$ cat src/rtl/ps2_keycode_rx_if.sv
// Keycode bus from the PS/2 receiver to the game logic. The receiver drives it through the master
// modport; consumers read it through the slave modport.
interface ps2_keycode_rx_if;
  logic [7:0] keycode;
  logic       key_valid;
  logic       frame_err;

  modport master (output keycode, key_valid, frame_err);
  modport slave  (input  keycode, key_valid, frame_err);
endinterface

$ cat src/rtl/ps2_keycode_rx.sv
// PS/2 set-2 scancode receiver: it translates E0/F0-prefixed codes into HID usage codes on the keycode bus.
// Build option PS2_TIMEOUT_EN aborts a stalled frame after TIMEOUT_CYCLES clocks.
module ps2_keycode_rx #(
  parameter int FILTER_LEN     = 4,
  parameter int TIMEOUT_CYCLES = 50000
) (
  input  logic            Clk,
  input  logic            Reset,
  input  logic            PS2_CLK,
  input  logic            PS2_DAT,
  ps2_keycode_rx_if.master kbd
);
  localparam int FW = $clog2(FILTER_LEN + 1);

  typedef enum logic [1:0] {IDLE, DATA, PARITY, STOP} state_t;

  state_t             state, state_nx;
  logic [1:0][1:0]    sync;       // [1]=clk, [0]=dat
  logic [1:0]         flt;
  logic [1:0][FW-1:0] fcnt;
  logic               flt_clk_q;
  logic               evt, dat, tmo;
  logic [7:0]         shreg, keycode;
  logic [2:0]         bitcnt;
  logic               par, ext, brk, key_valid, frame_err;
  logic               good, hit;
  logic [7:0]         hid;

  always_ff @(posedge Clk) begin
    if (Reset) begin
      sync <= '1;
    end else begin
      sync[1] <= {sync[1][0], PS2_CLK};
      sync[0] <= {sync[0][0], PS2_DAT};
    end
  end

  // The filtered level changes only after FILTER_LEN consecutive samples that disagree with it.
  for (genvar g = 0; g < 2; g++) begin : g_flt
    always_ff @(posedge Clk) begin
      if (Reset) begin
        flt[g]  <= 1'b1;
        fcnt[g] <= '0;
      end else if (sync[g][1] == flt[g]) begin
        fcnt[g] <= '0;
      end else if (fcnt[g] == FW'(FILTER_LEN - 1)) begin
        flt[g]  <= sync[g][1];
        fcnt[g] <= '0;
      end else begin
        fcnt[g] <= fcnt[g] + 1'b1;
      end
    end
  end

  always_ff @(posedge Clk) begin
    if (Reset) flt_clk_q <= 1'b1;
    else       flt_clk_q <= flt[1];
  end

  assign evt = flt_clk_q & ~flt[1];
  assign dat = flt[0];

`ifdef PS2_TIMEOUT_EN
  localparam int TW = $clog2(TIMEOUT_CYCLES + 1);
  logic [TW-1:0] idle_cnt;

  always_ff @(posedge Clk) begin
    if (Reset || state == IDLE || evt) idle_cnt <= '0;
    else if (idle_cnt != TW'(TIMEOUT_CYCLES)) idle_cnt <= idle_cnt + 1'b1;
  end

  assign tmo = (state != IDLE) && (idle_cnt == TW'(TIMEOUT_CYCLES));
`else
  assign tmo = 1'b0;
`endif

  always_ff @(posedge Clk) begin
    if (Reset) state <= IDLE;
    else       state <= state_nx;
  end

  always_comb begin
    state_nx = state;
    if (evt) begin
      case (state)
        IDLE:    if (!dat) state_nx = DATA;
        DATA:    if (bitcnt == 3'd7) state_nx = PARITY;
        PARITY:  state_nx = STOP;
        STOP:    state_nx = IDLE;
        default: state_nx = IDLE;
      endcase
    end
    if (tmo) state_nx = IDLE;
  end

  // Odd parity is required across the 8 data bits and the parity bit.
  assign good = (^{shreg, par}) & dat;

  always_comb begin
    hit = 1'b1;
    hid = 8'h00;
    case ({ext, shreg})
      {1'b1, 8'h6B}: hid = 8'h50;
      {1'b1, 8'h74}: hid = 8'h4F;
      {1'b1, 8'h75}: hid = 8'h52;
      {1'b1, 8'h72}: hid = 8'h51;
      {1'b0, 8'h29}: hid = 8'h2C;
      {1'b0, 8'h5A}: hid = 8'h28;
      {1'b0, 8'h76}: hid = 8'h29;
      default:       hit = 1'b0;
    endcase
  end

  always_ff @(posedge Clk) begin
    if (Reset) begin
      shreg     <= '0;
      bitcnt    <= '0;
      par       <= 1'b0;
      ext       <= 1'b0;
      brk       <= 1'b0;
      keycode   <= '0;
      key_valid <= 1'b0;
      frame_err <= 1'b0;
    end else begin
      key_valid <= 1'b0;
      frame_err <= 1'b0;
      if (tmo) begin
        bitcnt    <= '0;
        ext       <= 1'b0;
        brk       <= 1'b0;
        frame_err <= 1'b1;
      end else if (evt) begin
        case (state)
          IDLE:   bitcnt <= '0;
          DATA: begin
            shreg  <= {dat, shreg[7:1]};
            bitcnt <= bitcnt + 1'b1;
          end
          PARITY: par <= dat;
          STOP: begin
            if (!good) begin
              frame_err <= 1'b1;
            end else if (shreg == 8'hE0) begin
              ext <= 1'b1;
            end else if (shreg == 8'hF0) begin
              brk <= 1'b1;
            end else begin
              ext <= 1'b0;
              brk <= 1'b0;
              if (hit && !brk) begin
                keycode   <= hid;
                key_valid <= 1'b1;
              end else if (hit && keycode == hid) begin
                keycode <= 8'h00;
              end
            end
          end
          default: ;
        endcase
      end
    end
  end

  assign kbd.keycode   = keycode;
  assign kbd.key_valid = key_valid;
  assign kbd.frame_err = frame_err;
endmodule
$ cat src/flat_wrapper.sv
// flat-port wrapper written by rule: the top's interface ports become plain ports
module ps2_keycode_rx_flat 
#(
  parameter int FILTER_LEN     = 4,
  parameter int TIMEOUT_CYCLES = 50000
)
  (Clk, Reset, PS2_CLK, PS2_DAT, kbd_keycode, kbd_key_valid, kbd_frame_err);
  ps2_keycode_rx_if kbd_i ();
  input  logic Clk;
  input  logic Reset;
  input  logic PS2_CLK;
  input  logic PS2_DAT;
  output wire logic [$bits(kbd_i.keycode)-1:0] kbd_keycode;
  output wire logic [$bits(kbd_i.key_valid)-1:0] kbd_key_valid;
  output wire logic [$bits(kbd_i.frame_err)-1:0] kbd_frame_err;
  assign kbd_keycode = kbd_i.keycode;
  assign kbd_key_valid = kbd_i.key_valid;
  assign kbd_frame_err = kbd_i.frame_err;
  ps2_keycode_rx #(.FILTER_LEN(FILTER_LEN), .TIMEOUT_CYCLES(TIMEOUT_CYCLES)) u_core (.Clk(Clk), .Reset(Reset), .PS2_CLK(PS2_CLK), .PS2_DAT(PS2_DAT), .kbd(kbd_i));
endmodule
$ cat config.mk
export PLATFORM = sky130hd
export DESIGN_NAME = ps2_keycode_rx_flat
export DESIGN_NICKNAME = d
export VERILOG_FILES = /design/src/rtl/ps2_keycode_rx_if.sv /design/src/rtl/ps2_keycode_rx.sv /design/src/flat_wrapper.sv
export SDC_FILE = /design/constraint.sdc
export NUM_CORES = 1
export LEC_CHECK = 0
export CAP_MARGIN = 20
export CORE_MARGIN = 3
export CORE_UTILIZATION = 44
export CTS_BUF_LIST = sky130_fd_sc_hd__clkbuf_4
export CTS_CLUSTER_SIZE = 30
export DETAILED_ROUTE_END_ITERATION = 16
export PLACE_DENSITY = 0.71
export SYNTH_ARGS = -nofsm -noshare
export SYNTH_HDL_FRONTEND = slang
export SYNTH_SLANG_ARGS = --single-unit
$ cat constraint.sdc
create_clock -name Clk -period 3.1 [get_ports Clk]
set_input_delay 0.465 -clock Clk [delete_from_list [all_inputs] [get_ports Clk]]
set_output_delay 0.465 -clock Clk [all_outputs]
set_load 0.01 [all_outputs]
==> out/metrics.csv <==
metric,value,unit
status,completed,
Finished Layout Cells,291,
"Slew Viols, Final",0,
clock skew,0.00735,ns
Seq pwr share,64.6,%
met3 wire len,112,um
total grt overflow,0,
vias in the first global route,1385,
VDD IR max,0.000153,V
Post-CTS Setup Bufs,0,
CTS Hold Bufs,0,
most frequent cells in the layout,"dfxtp_1 (38), nand2_1 (36), nor2_1 (15), a21oi_1 (13)",
Post-Route WL,3.64,mm
share of layout cells above drive strength 1,8.37,%
Max Root-Sink Buffers,2,
RSZ-0062 raised after global routing,no,
Yosys cell types,49,
syn nets,246,
DR vias/cell,5.37,
Fmax,435,MHz
area grow syn2layout,8.78,%
"commonest non-fill, non-tap cell in the layout",dfxtp_1,
Total Nets Final,253,
prevailing post-synth register cell,dfxtp_1,
number of synthesized flops with an enable pin,0,
DIE WIDTH,73.8,um
Total Power,0.762,mW
Site Rows,24,
Initial Util,46.1,%
WL/cell,12.5,um
WL met2,1.64,mm
vias,1564,
Worst-Skew Late Latency,0.33,ns
Syn Area/Cell,8.72,um2
cts repair resizes,0,
Max-cap violations,0,
combinational power share,2.6,%
final worst slack,0.799,ns
Hold/Removal Path Class,flop to flop,
Internal Power,0.603,mW
H-tree levels,2,
number of CTS-inserted buffers,5,
Routed Antenna Nets,0,
final setup fails,0,
WS Path Type,flop to flop,
Yosys reg bits,38,
die area,0.00545,mm2
I/O pin cnt,14,
Cell Pwr Density,346,mW/mm2
final period utilization,74.2,%
"Seq/Total Area, Yosys",37.6,%
initial drt markers,72,
Net Sw Power,0.160,mW
Clock power frac,32.8,%
Critical Path Source Type,flop,
setup TNS,0,ns
pre-CTS setup slack,0.791,ns
Total Routing Usage GR,14.7,%
DRT Pass-1 Iters,4,
cell taking the most area after synthesis,dfxtp_1,
worst-margin pin slew,0.548,ns
LEAKAGE,0.864,nW
CTS root buffer,clkbuf_4,
area fraction of the dominant cell type after synthesis,37.6,%
endpoints failing hold,0,
CTS sink cnt,38,
hpwl dp,2.66,mm
GPL Wtd Cong,0.790,
DRC errors left,0,
uppermost layer routed,met4,
initial antenna violation count,0,
port bufs,12,
# placed instances,284,
ranking of synthesized cells by area,"dfxtp_1 (38%), nand2_1 (6.7%), ha_1 (6.2%), a21oi_1 (3.2%), nor2_1 (2.8%)",
largest net degree at the start of global routing,25,
CP arrival,2.52,ns
first-pass GRT wire length,6.21,mm
met1 WL,1.83,mm
CP endpoint kind,flop,
Chip Height,73.8,um
TritonCTS clock tree,built,
asr flop ratio synth,0,%
relative max-transition margin,63.5,%
clk slew on worst S/H paths,0.11,ns
Core Area,0.00438,mm2
switching share of power,20.9,%
Mapped Area,0.00202,mm2
CP max FO,12,
"Data required, critical path",3.32,ns
Final min period,2.30,ns
Synth Instances,232,
antenna cells,0,
Yosys warnings,0,
-- layout make-up --
class / count / area (um2)
multi-input cells: 169 / 1150
repair buffers: 13 / 128
clock buffers: 7 / 52.6
fillers: 429 / 2180
well taps: 52 / 65.1
inverters: 12 / 45.0
flip-flops and latches: 38 / 761
-- sequential cells by signal, indices dropped and copies added, names as in the netlist, 2 cells and up --
register	cells
u_core.state	2
u_core.shreg	8
u_core.bitcnt	3
u_core.fcnt	6
u_core.kbd.keycode	7
u_core.sync	4
-- synthesized netlist by cell type (2+ instances only) --
library cell   n
or2_2          5
dfxtp_1       38
nor3_1         3
a32oi_1        5
and3b_1        5
and3_1         2
nor2_1        15
buf_2          6
nor4bb_1       2
nand4_1        2
a22oi_1        5
xor2_1         3
nand3_1        6
nor4b_1        2
or3_1          2
o211ai_1       4
and4b_1        2
and2_1         3
mux2i_1        3
xnor2_2        2
clkbuf_1       5
a21oi_1       13
nand2_1       36
ha_1          10
nor2b_1        6
nor3b_1        3
inv_1         12
xnor2_1        5
o21ai_1        7
-- routing by layer --
| layer | vias up | global-route usage (%) |
|---|---|---|
| li1 | 821 | - |
| met2 | 18 | 22.4 |
| met3 | 5 | 4.51 |
| met1 | 720 | 19.2 |
| met4 | 0 | 6.24 |
| met5 | - | 0 |
-- worst max-delay path: stages (launching register included) --
cell	delay, ns
dfxtp_1	0.58
xor2_1	0.26
xnor3_2	0.51
xnor2_2	0.27
a41oi_4	0.24
a22oi_1	0.24
o21ai_1	0.09
-- power groups by stage --
stage	registers (mW)	clock network, mW	logic [mW]
after floorplan	0.503	0	0.0137
after global placement	0.504	0	0.0196
after detailed placement	0.504	0	0.0200
after CTS	0.492	0.260	0.0203
after global routing	0.493	0.285	0.0219
final	0.492	0.250	0.0201
-- worst paths after layout --
check,start,to,slack [ns],cells after the start
min,u_core.sync[0],u_core.sync[1],0.42,1
max reg2reg,u_core.shreg[2],u_core.kbd.keycode[1],0.80,6
max,u_core.shreg[2],u_core.kbd.keycode[1],0.80,6
min reg2reg,u_core.sync[0],u_core.sync[1],0.42,1
-- logic make-up after synthesis --
group           after synthesis  share of synthesized area, %
fa+ha+maj                    10                          6.18
mux                           3                          1.48
other cells                   1                         0.185
compound gates               42                          14.3
xor+xnor                     11                          6.25
buf+inv                      25                          5.57
simple gates                102                          28.4
flops                        38                          37.6
-- per-stage QoR --
stage | util (%) | hold slack [ns] | instance area, um2
after CTS | 50.2 | 0.421 | 2200
after detailed placement | 49.0 | 0.395 | 2150
after global placement | 49.0 | 0.393 | 2150
final | 50.2 | 0.418 | 2200
after global routing | 50.2 | 0.439 | 2200
after floorplan | - | 0.389 | 2020
(Power assumes the default switching activity.)
